==> config.mk <==
export PLATFORM = sky130hd
export DESIGN_NAME = pipe_hazard_ctrl
export DESIGN_NICKNAME = d
export VERILOG_FILES = /design/src/rtl/pipe_ctrl_pkg.sv /design/src/rtl/pipe_hazard_ctrl_hazard_cmp.sv /design/src/rtl/pipe_hazard_ctrl.sv
export SDC_FILE = /design/constraint.sdc
export NUM_CORES = 1
export LEC_CHECK = 0
export ABC_AREA = 1
export CAP_MARGIN = 20
export CORE_AREA = 2 2 39 41
export DETAILED_ROUTE_END_ITERATION = 16
export DIE_AREA = 0 0 41 43
export GPL_TIMING_DRIVEN = 0
export PLACE_DENSITY = 0.73
export SETUP_SLACK_MARGIN = 0.15
export SLEW_MARGIN = 20
export SYNTH_ARGS = -nofsm -noshare
export SYNTH_HDL_FRONTEND = slang
export SYNTH_HIERARCHICAL = 1
export SYNTH_SLANG_ARGS = --single-unit
==> constraint.sdc <==
create_clock -name clk -period 1.4 [get_ports clk]
set_input_delay 0.28 -clock clk [delete_from_list [all_inputs] [get_ports clk]]
set_output_delay 0.28 -clock clk [all_outputs]
set_load 0.01 [all_outputs]
==> src/rtl/pipe_ctrl_pkg.sv <==
// Shared types and constants for the pipeline stall/flush sequencer.
// The PIPE_PERF_EN build option is applied in pipe_hazard_ctrl.
package pipe_ctrl_pkg;

    typedef enum logic [0:0] {
        RUN           = 1'b0,
        REDIRECT_WAIT = 1'b1
    } ctrl_state_e;

    localparam logic [4:0] REG_ZERO = 5'd0;
    localparam int unsigned PERF_W = 32;
    localparam logic [PERF_W-1:0] PERF_ONE = {{(PERF_W-1){1'b0}}, 1'b1};

    // Integer x0 is hardwired, so it never creates a dependency; FP f0 is a real register.
    function automatic logic reg_match(
        input logic [4:0] src_addr,
        input logic       src_fp,
        input logic [4:0] dst_addr,
        input logic       dst_fp
    );
        logic hit_s;
        hit_s = (src_addr == dst_addr) && (src_fp == dst_fp) &&
                (src_fp || (src_addr != REG_ZERO));
        return hit_s;
    endfunction

endpackage

==> src/rtl/pipe_hazard_ctrl_hazard_cmp.sv <==
// Combinational load-use comparator: decode sources against the load in EX.
module hazard_cmp
    import pipe_ctrl_pkg::*;
(
    input  logic [4:0] id_rs1_addr,
    input  logic [4:0] id_rs2_addr,
    input  logic       id_rs1_fp,
    input  logic       id_rs2_fp,
    input  logic       id_use_rs1,
    input  logic       id_use_rs2,
    input  logic [4:0] ex_rd_addr,
    input  logic       ex_memread,
    input  logic       ex_rd_fp,
    output logic       load_use
);

    logic rs1_hit_s;
    logic rs2_hit_s;

    // Per-source hit qualified by whether decode actually reads that source.
    always_comb begin
        rs1_hit_s = id_use_rs1 && reg_match(id_rs1_addr, id_rs1_fp, ex_rd_addr, ex_rd_fp);
        rs2_hit_s = id_use_rs2 && reg_match(id_rs2_addr, id_rs2_fp, ex_rd_addr, ex_rd_fp);
        load_use  = ex_memread && (rs1_hit_s || rs2_hit_s);
    end

endmodule

==> src/rtl/pipe_hazard_ctrl.sv <==
// Stall/flush sequencer for the five-stage pipeline; outputs are Mealy (zero-cycle).
// Optional build macro PIPE_PERF_EN adds free-running stall/bubble/flush counters.
module pipe_hazard_ctrl
    import pipe_ctrl_pkg::*;
(
    input  logic       clk,
    input  logic       rst,
    input  logic [4:0] id_rs1_addr,
    input  logic [4:0] id_rs2_addr,
    input  logic       id_rs1_fp,
    input  logic       id_rs2_fp,
    input  logic       id_use_rs1,
    input  logic       id_use_rs2,
    input  logic [4:0] ex_rd_addr,
    input  logic       ex_memread,
    input  logic       ex_rd_fp,
    input  logic       ex_branch_taken,
    input  logic       im_busy,
    input  logic       dm_busy,
    output logic       pc_we,
    output logic       ifid_we,
    output logic       idexe_we,
    output logic       ifid_flush,
    output logic       ctrl_flush
`ifdef PIPE_PERF_EN
    ,
    output logic [PERF_W-1:0] perf_stall_cnt,
    output logic [PERF_W-1:0] perf_bubble_cnt,
    output logic [PERF_W-1:0] perf_flush_cnt
`endif
);

    ctrl_state_e state_r;
    ctrl_state_e next_state_s;
    logic        load_use_s;

    hazard_cmp u_hazard_cmp (
        .id_rs1_addr (id_rs1_addr),
        .id_rs2_addr (id_rs2_addr),
        .id_rs1_fp   (id_rs1_fp),
        .id_rs2_fp   (id_rs2_fp),
        .id_use_rs1  (id_use_rs1),
        .id_use_rs2  (id_use_rs2),
        .ex_rd_addr  (ex_rd_addr),
        .ex_memread  (ex_memread),
        .ex_rd_fp    (ex_rd_fp),
        .load_use    (load_use_s)
    );

    // Enable/flush decode and next-state selection, in priority order.
    always_comb begin
        pc_we        = 1'b0;
        ifid_we      = 1'b0;
        idexe_we     = 1'b0;
        ifid_flush   = 1'b0;
        ctrl_flush   = 1'b0;
        next_state_s = state_r;
        if (!rst) begin
            next_state_s = RUN;
        end else if (dm_busy) begin
            // Whole front end frozen; a pending drop or a branch in EX waits it out.
            next_state_s = state_r;
        end else begin
            case (state_r)
                RUN: begin
                    if (ex_branch_taken && !im_busy) begin
                        pc_we      = 1'b1;
                        ifid_we    = 1'b1;
                        idexe_we   = 1'b1;
                        ifid_flush = 1'b1;
                        ctrl_flush = 1'b1;
                    end else if (ex_branch_taken) begin
                        pc_we        = 1'b1;
                        idexe_we     = 1'b1;
                        ctrl_flush   = 1'b1;
                        next_state_s = REDIRECT_WAIT;
                    end else if (im_busy || load_use_s) begin
                        idexe_we   = 1'b1;
                        ctrl_flush = 1'b1;
                    end else begin
                        pc_we    = 1'b1;
                        ifid_we  = 1'b1;
                        idexe_we = 1'b1;
                    end
                end
                REDIRECT_WAIT: begin
                    if (im_busy) begin
                        idexe_we   = 1'b1;
                        ctrl_flush = 1'b1;
                    end else begin
                        // The fetch that just returned is from the wrong path.
                        pc_we        = 1'b1;
                        ifid_we      = 1'b1;
                        idexe_we     = 1'b1;
                        ifid_flush   = 1'b1;
                        ctrl_flush   = 1'b1;
                        next_state_s = RUN;
                    end
                end
                default: begin
                    next_state_s = RUN;
                end
            endcase
        end
    end

    // State register.
    always_ff @(posedge clk or negedge rst) begin
        if (!rst) begin
            state_r <= RUN;
        end else begin
            state_r <= next_state_s;
        end
    end

`ifdef PIPE_PERF_EN
    // Performance counters; wrap naturally at 2^PERF_W.
    always_ff @(posedge clk or negedge rst) begin
        if (!rst) begin
            perf_stall_cnt  <= {PERF_W{1'b0}};
            perf_bubble_cnt <= {PERF_W{1'b0}};
            perf_flush_cnt  <= {PERF_W{1'b0}};
        end else begin
            if (!pc_we) begin
                perf_stall_cnt <= perf_stall_cnt + PERF_ONE;
            end else begin
                perf_stall_cnt <= perf_stall_cnt;
            end
            if (ctrl_flush) begin
                perf_bubble_cnt <= perf_bubble_cnt + PERF_ONE;
            end else begin
                perf_bubble_cnt <= perf_bubble_cnt;
            end
            if (ifid_flush) begin
                perf_flush_cnt <= perf_flush_cnt + PERF_ONE;
            end else begin
                perf_flush_cnt <= perf_flush_cnt;
            end
        end
    end
`endif

endmodule

After elaboration in Yosys (flattened, before gate mapping)
Index checks and enable logic that the tools add are counted.
{"block": "totals", "reg_bits": 1, "inputBits": 26, "out_inout_bits": 5, "word_cells": 52}
{"block": "op_classes", "n_eq_ne": 5, "n_mux": 30, "bitwise": 1, "n_reduce_logical": 15}
{"cell": "$mux W1", "n": 25}
{"cell": "$eq A5 B5 Y1", "n": 2}
{"cell": "$pmux W1 S2", "n": 5}
{"cell": "$reduce_bool A5 Y1", "n": 2}
{"cell": "$logic_and A1 B1 Y1", "n": 8}
{"cell": "$logic_or A1 B1 Y1", "n": 4}
{"cell": "$eq A1 B1 Y1", "n": 2}
{"cell": "$ne A2 B2 Y1 const B", "n": 1}
{"cell": "$logic_not A1 Y1", "n": 1}
{"cell": "$not A1 Y1", "n": 1}

Longest topological paths before layout
Gate-level depths: netlist of run 1.
{"block": "depth", "ltp_word": 13, "depth_mapped": 13, "depth_no_buf": 13}

Cells and area by module
The synthesis of run 1 kept the hierarchy.
{"mod": "hazard_cmp", "n_inst": 1, "cells_per_inst": 58, "area_per_inst_um2": 252.7, "seq_area_each_um2": 0.0}
{"mod": "pipe_hazard_ctrl", "n_inst": 1, "cells_per_inst": 28, "area_per_inst_um2": 137.6, "seq_area_each_um2": 25.0}

Least setup slack after synthesis of run 1
OpenSTA, ideal clock, no wires.
{"block": "synth_path", "kind": "input port to output port", "start": "input ex_rd_addr[4]", "end": "output ifid_we", "arrival_ns": 1.089, "required_ns": 1.120, "setup_slack_ns": 0.031, "path_stages": 9, "n_path_buf": 0, "cell_sequence": "or2_0 a21oi_1 nand3_1 a21oi_2 inv_1 nand2_1 nor2_1 nand2_1 nand2_1"}
{"block": "synth_via", "elab_chain_len": 13, "word_cells_on_any_way": 17}
{"element": "start, declared", "line": "pipe_hazard_ctrl.sv:14", "rtl": "input logic [4:0] ex_rd_addr,"}
{"element": "$eq A5 B5 Y1", "line": "pipe_ctrl_pkg.sv:22", "rtl": "hit_s = (src_addr == dst_addr) && (src_fp == dst_fp) &&"}
{"element": "$logic_and A1 B1 Y1 (2 in a row)", "line": "pipe_ctrl_pkg.sv:22"}
{"element": "$logic_and A1 B1 Y1, on equally long branches", "line": "pipe_hazard_ctrl_hazard_cmp.sv:22, pipe_hazard_ctrl_hazard_cmp.sv:23"}
{"element": "$logic_or A1 B1 Y1 *", "line": "pipe_hazard_ctrl_hazard_cmp.sv:24", "rtl": "load_use = ex_memread && (rs1_hit_s || rs2_hit_s);"}
{"element": "$logic_and A1 B1 Y1 *", "line": "pipe_hazard_ctrl_hazard_cmp.sv:24"}
{"element": "via load_use_s", "line": "pipe_hazard_ctrl.sv:35", "rtl": "logic load_use_s;"}
{"element": "$logic_or A1 B1 Y1 *", "line": "pipe_hazard_ctrl.sv:77", "rtl": "end else if (im_busy || load_use_s) begin"}
{"element": "$mux W1 *", "line": "pipe_hazard_ctrl.sv:77"}
{"element": "$mux W1 *", "line": "pipe_hazard_ctrl.sv:72", "rtl": "end else if (ex_branch_taken) begin"}
{"element": "$mux W1 *", "line": "pipe_hazard_ctrl.sv:66", "rtl": "if (ex_branch_taken && !im_busy) begin"}
{"element": "$pmux W1 S2 *", "line": "pipe_hazard_ctrl.sv:64", "rtl": "case (state_r)"}
{"element": "$mux W1 *", "line": "pipe_hazard_ctrl.sv:60", "rtl": "end else if (dm_busy) begin"}
{"element": "$mux W1 *", "line": "pipe_hazard_ctrl.sv:58", "rtl": "if (!rst) begin"}
{"element": "end, declared", "line": "pipe_hazard_ctrl.sv:21", "rtl": "output logic ifid_we,"}
The timed path passes the listed nets; every way through them passes the cells marked *.

Worst setup path after layout of run 1
{"block": "layout_path", "start": "input id_rs2_fp", "end": "output ifid_we"}
{"block": "layout_via", "elab_chain_len": 13, "word_cells_on_any_way": 14}
{"element": "start, declared", "line": "pipe_hazard_ctrl.sv:11", "rtl": "input logic id_rs2_fp,"}
{"element": "$eq A1 B1 Y1", "line": "pipe_ctrl_pkg.sv:22"}
{"element": "$logic_and A1 B1 Y1", "line": "pipe_ctrl_pkg.sv:22"}
{"element": "$logic_and A1 B1 Y1 *", "line": "pipe_ctrl_pkg.sv:22"}
{"element": "$logic_and A1 B1 Y1 *", "line": "pipe_hazard_ctrl_hazard_cmp.sv:23", "rtl": "rs2_hit_s = id_use_rs2 && reg_match(id_rs2_addr, id_rs2_fp, ex_rd_addr, ex_rd_fp);"}
{"element": "$logic_or A1 B1 Y1 *", "line": "pipe_hazard_ctrl_hazard_cmp.sv:24"}
{"element": "$logic_and A1 B1 Y1 *", "line": "pipe_hazard_ctrl_hazard_cmp.sv:24"}
{"element": "via load_use_s", "line": "pipe_hazard_ctrl.sv:35"}
{"element": "$logic_or A1 B1 Y1 *", "line": "pipe_hazard_ctrl.sv:77"}
{"element": "$mux W1 *", "line": "pipe_hazard_ctrl.sv:77"}
{"element": "$mux W1 *", "line": "pipe_hazard_ctrl.sv:72"}
{"element": "$mux W1 *", "line": "pipe_hazard_ctrl.sv:66"}
{"element": "$pmux W1 S2 *", "line": "pipe_hazard_ctrl.sv:64"}
{"element": "$mux W1 *", "line": "pipe_hazard_ctrl.sv:60"}
{"element": "$mux W1 *", "line": "pipe_hazard_ctrl.sv:58"}
Marks and branches as above.

==> results.json, run 1 <==
{
  "status": "finished with violations",
  "violations": "negative setup slack",
  "worstReg2RegEnd": "state_r$_DFFE_PN0P_",
  "drt_iter0_drc": 7,
  "core-area_mm2": 0.00138,
  "clock_skew_ns": 0,
  "max_freq_ghz": 0.617,
  "top_register": "state_r",
  "diodes": 0,
  "path_buf_inv": 3,
  "grt_usage": 0.134,
  "max_cap_violations": 0,
  "routedWlPerCell_um": 8.04,
  "viasPerCell": 4.27,
  "yosysTopAreaCellShare": 0.260,
  "irDropWorstVdd_uv": 99.5,
  "grt_pass1_wl_mm": 1.81,
  "antenna_left": 0,
  "largest_reg_flops": 1,
  "cpLargestDelayFamily": "simple AND/OR/NAND/NOR gates",
  "row_count": 14,
  "synth_area_leaders": "nand2_1 (26%), inv_1 (17%), nor2_1 (15%)",
  "final.period_utilization": 1.16,
  "die_area_mm2": 0.00176,
  "synthesis.area_um2": 390,
  "synth_cells": 86,
  "pwr-share-seq": 0.167,
  "startpoint_type": "primary input",
  "firstDrtPassIters": 4,
  "cts.clk_slew.worst_paths_ns": 0,
  "swShare": 0.406,
  "p_leak_nw": 0.425,
  "final_cell_mix": "nand2_1 (24), nor2_1 (14), inv_1 (13)",
  "critPathKind": "primary input to primary output",
  "finalHoldViolations": 0,
  "design_area_um2": 692,
  "postPlaceCellArea_um2": 713,
  "crit_top_cell": "nand2_1",
  "rrSetupSlack_ns": 0.61,
  "rsz0062_at_grt": "yes",
  "pin_count": 31,
  "maxSlewViolCount": 0,
  "area_delta_synth_final_pct": 77.2,
  "layout.nets": 146,
  "drive_above_1_share": 0.356,
  "worst_pin_slew_ns": 0.153,
  "power_mw": 0.200,
  "setup_viol_count_final": 3,
  "overflow": 0,
  "startpoint": "id_rs2_fp",
  "gp_congestion": 0.753,
  "arrival_ns": 1.34,
  "top_regs": "state_r (1)",
  "fin_setup_tns_ns": -0.617,
  "route.detailed.drc": 0,
  "power.internal_mw": 0.119,
  "path_max_fanout": 2,
  "multiInputGateArea_um2": 304,
  "yosysSeqAreaShare": 0.0641,
  "reg2reg_from": "state_r$_DFFE_PN0P_",
  "pwr-share-comb": 0.833,
  "dp_slack_ns": -1.03,
  "path_cells": "dlygate4sd2_1 > nor2_1 > nand2_1 > nand2_1 > nand3_1 > a21oi_2 > inv_1 > nand2_1 > nor2_1 > nand2_1 > nand2_2 > buf_6",
  "cpMaxStageDelayCell": "dlygate4sd2_1",
  "setup_ws_ns": -0.221,
  "clkPwrFrac": 0,
  "portBuffers": 30,
  "final-seq-area_um2": 25.0,
  "antenna_found_initial": 0,
  "die_w_um": 41,
  "synth_seq_cells": 1,
  "wirelength_mm": 1.08,
  "synth_largest_area_cell": "nand2_1",
  "grt_max_degree": 5,
  "hp-class": "primary input to async pin",
  "dpl.hpwl_um": 910,
  "clk_latency_ns": 0,
  "final_util": 0.500,
  "rr_worst_depth": 2,
  "ys_warn_count": 6,
  "synth_nets": 112,
  "initial_utilization": 0.282,
  "n_fill_cell": 150,
  "slowest_delay_ns": 0.24,
  "slew_headroom": 0.897,
  "vias": 572,
  "power_switching_mw": 0.0813,
  "fin_crit_ns": 1.62,
  "required_ns": 1.12,
  "grt_pass1_vias": 514,
  "die_h_um": 43,
  "cp-end-kind": "primary output",
  "power.density_mw_per_mm2": 290,
  "synth_cell_type_count": 13,
  "avgSynthCellArea_um2": 4.54,
  "final_common_cell": "nand2_1"
}
worst reg2reg max path, delay by kind of cell, from the launching register on:
family | cells | cell delay (ns)
AO/OA/AOI/OAI | 2 | 0.27
flip-flops | 1 | 0.39
power by group through the flow:
stage	combinational (mW)	sequential, mW	clock, mW
after global placement	0.173	0.0332	0
after global routing	0.189	0.0337	0
after detailed placement	0.176	0.0332	0
after floorplan	0.0696	0.0329	0
after CTS	0.158	0.0332	0
final	0.167	0.0334	0
cells by family after synthesis:
kind of cell / after synthesis / share of synthesized area
AND/OR/NAND/NOR: 54 / 0.564
buffers and inverters: 22 / 0.212
AO/OA/AOI/OAI: 6 / 0.0930
XOR/XNOR: 3 / 0.0673
flip-flops: 1 / 0.0641
what timing repair did:
item                                    4_1_cts  5_1_grt
endpoints found under the setup margin        5        5
gates resized for setup                     104       12
pin swaps                                    27       12
setup buffers                                 1        1
hold endpoints to repair                      0        0
hold buffers                                  0        0
stage by stage:
step	hold slack, ns	instances
after floorplan	-0.0156	86
after global placement	0.461	132
after detailed placement	0.465	132
after CTS	0.200	133
after global routing	0.203	134
final	0.198	134
routing by layer:
layer  global-route usage  share of wire  vias up
met5                    0              0        -
li1                     -              -      316
met2                0.234           0.51       17
met3                    0          0.062        0
met4                    0              0        0
met1                0.188           0.42      239
synth_stat cells, drive strengths merged:
cell type and instances:
o21ai 2, nand3 8, inv 22, a21boi 1
nand2 29, or2 1, nor2 16, dfrtp 1
a21oi 3, xor2 3
layout make-up:
class                           count  share of cell area
Tap cell                           16              0.0289
Multi-Input combinational cell     63               0.439
Sequential cell                     1              0.0362
Inverter                           22               0.123
Timing Repair Buffer               32               0.373
how the worst max path moves through the flow:
stage	end	cells past startpoint
floorplan	ifid_we	9
global placement	ctrl_flush	12
detailed placement	ctrl_flush	14
CTS	ifid_we	14
global route	ifid_we	11
finish	ifid_we	12
Note: power is estimated with default switching activity, not from simulation.
==> inputs of run 2 (changes only) <==
- MAX_ROUTING_LAYER: default -> met4
==> results of run 2 <==
Final layout, timing and power as in run 1 (identical DEF).
Among the figures that moved: final weighted congestion in routability-driven placement 0.753 -> 0.763; overall routing resource usage 0.134 -> 0.138
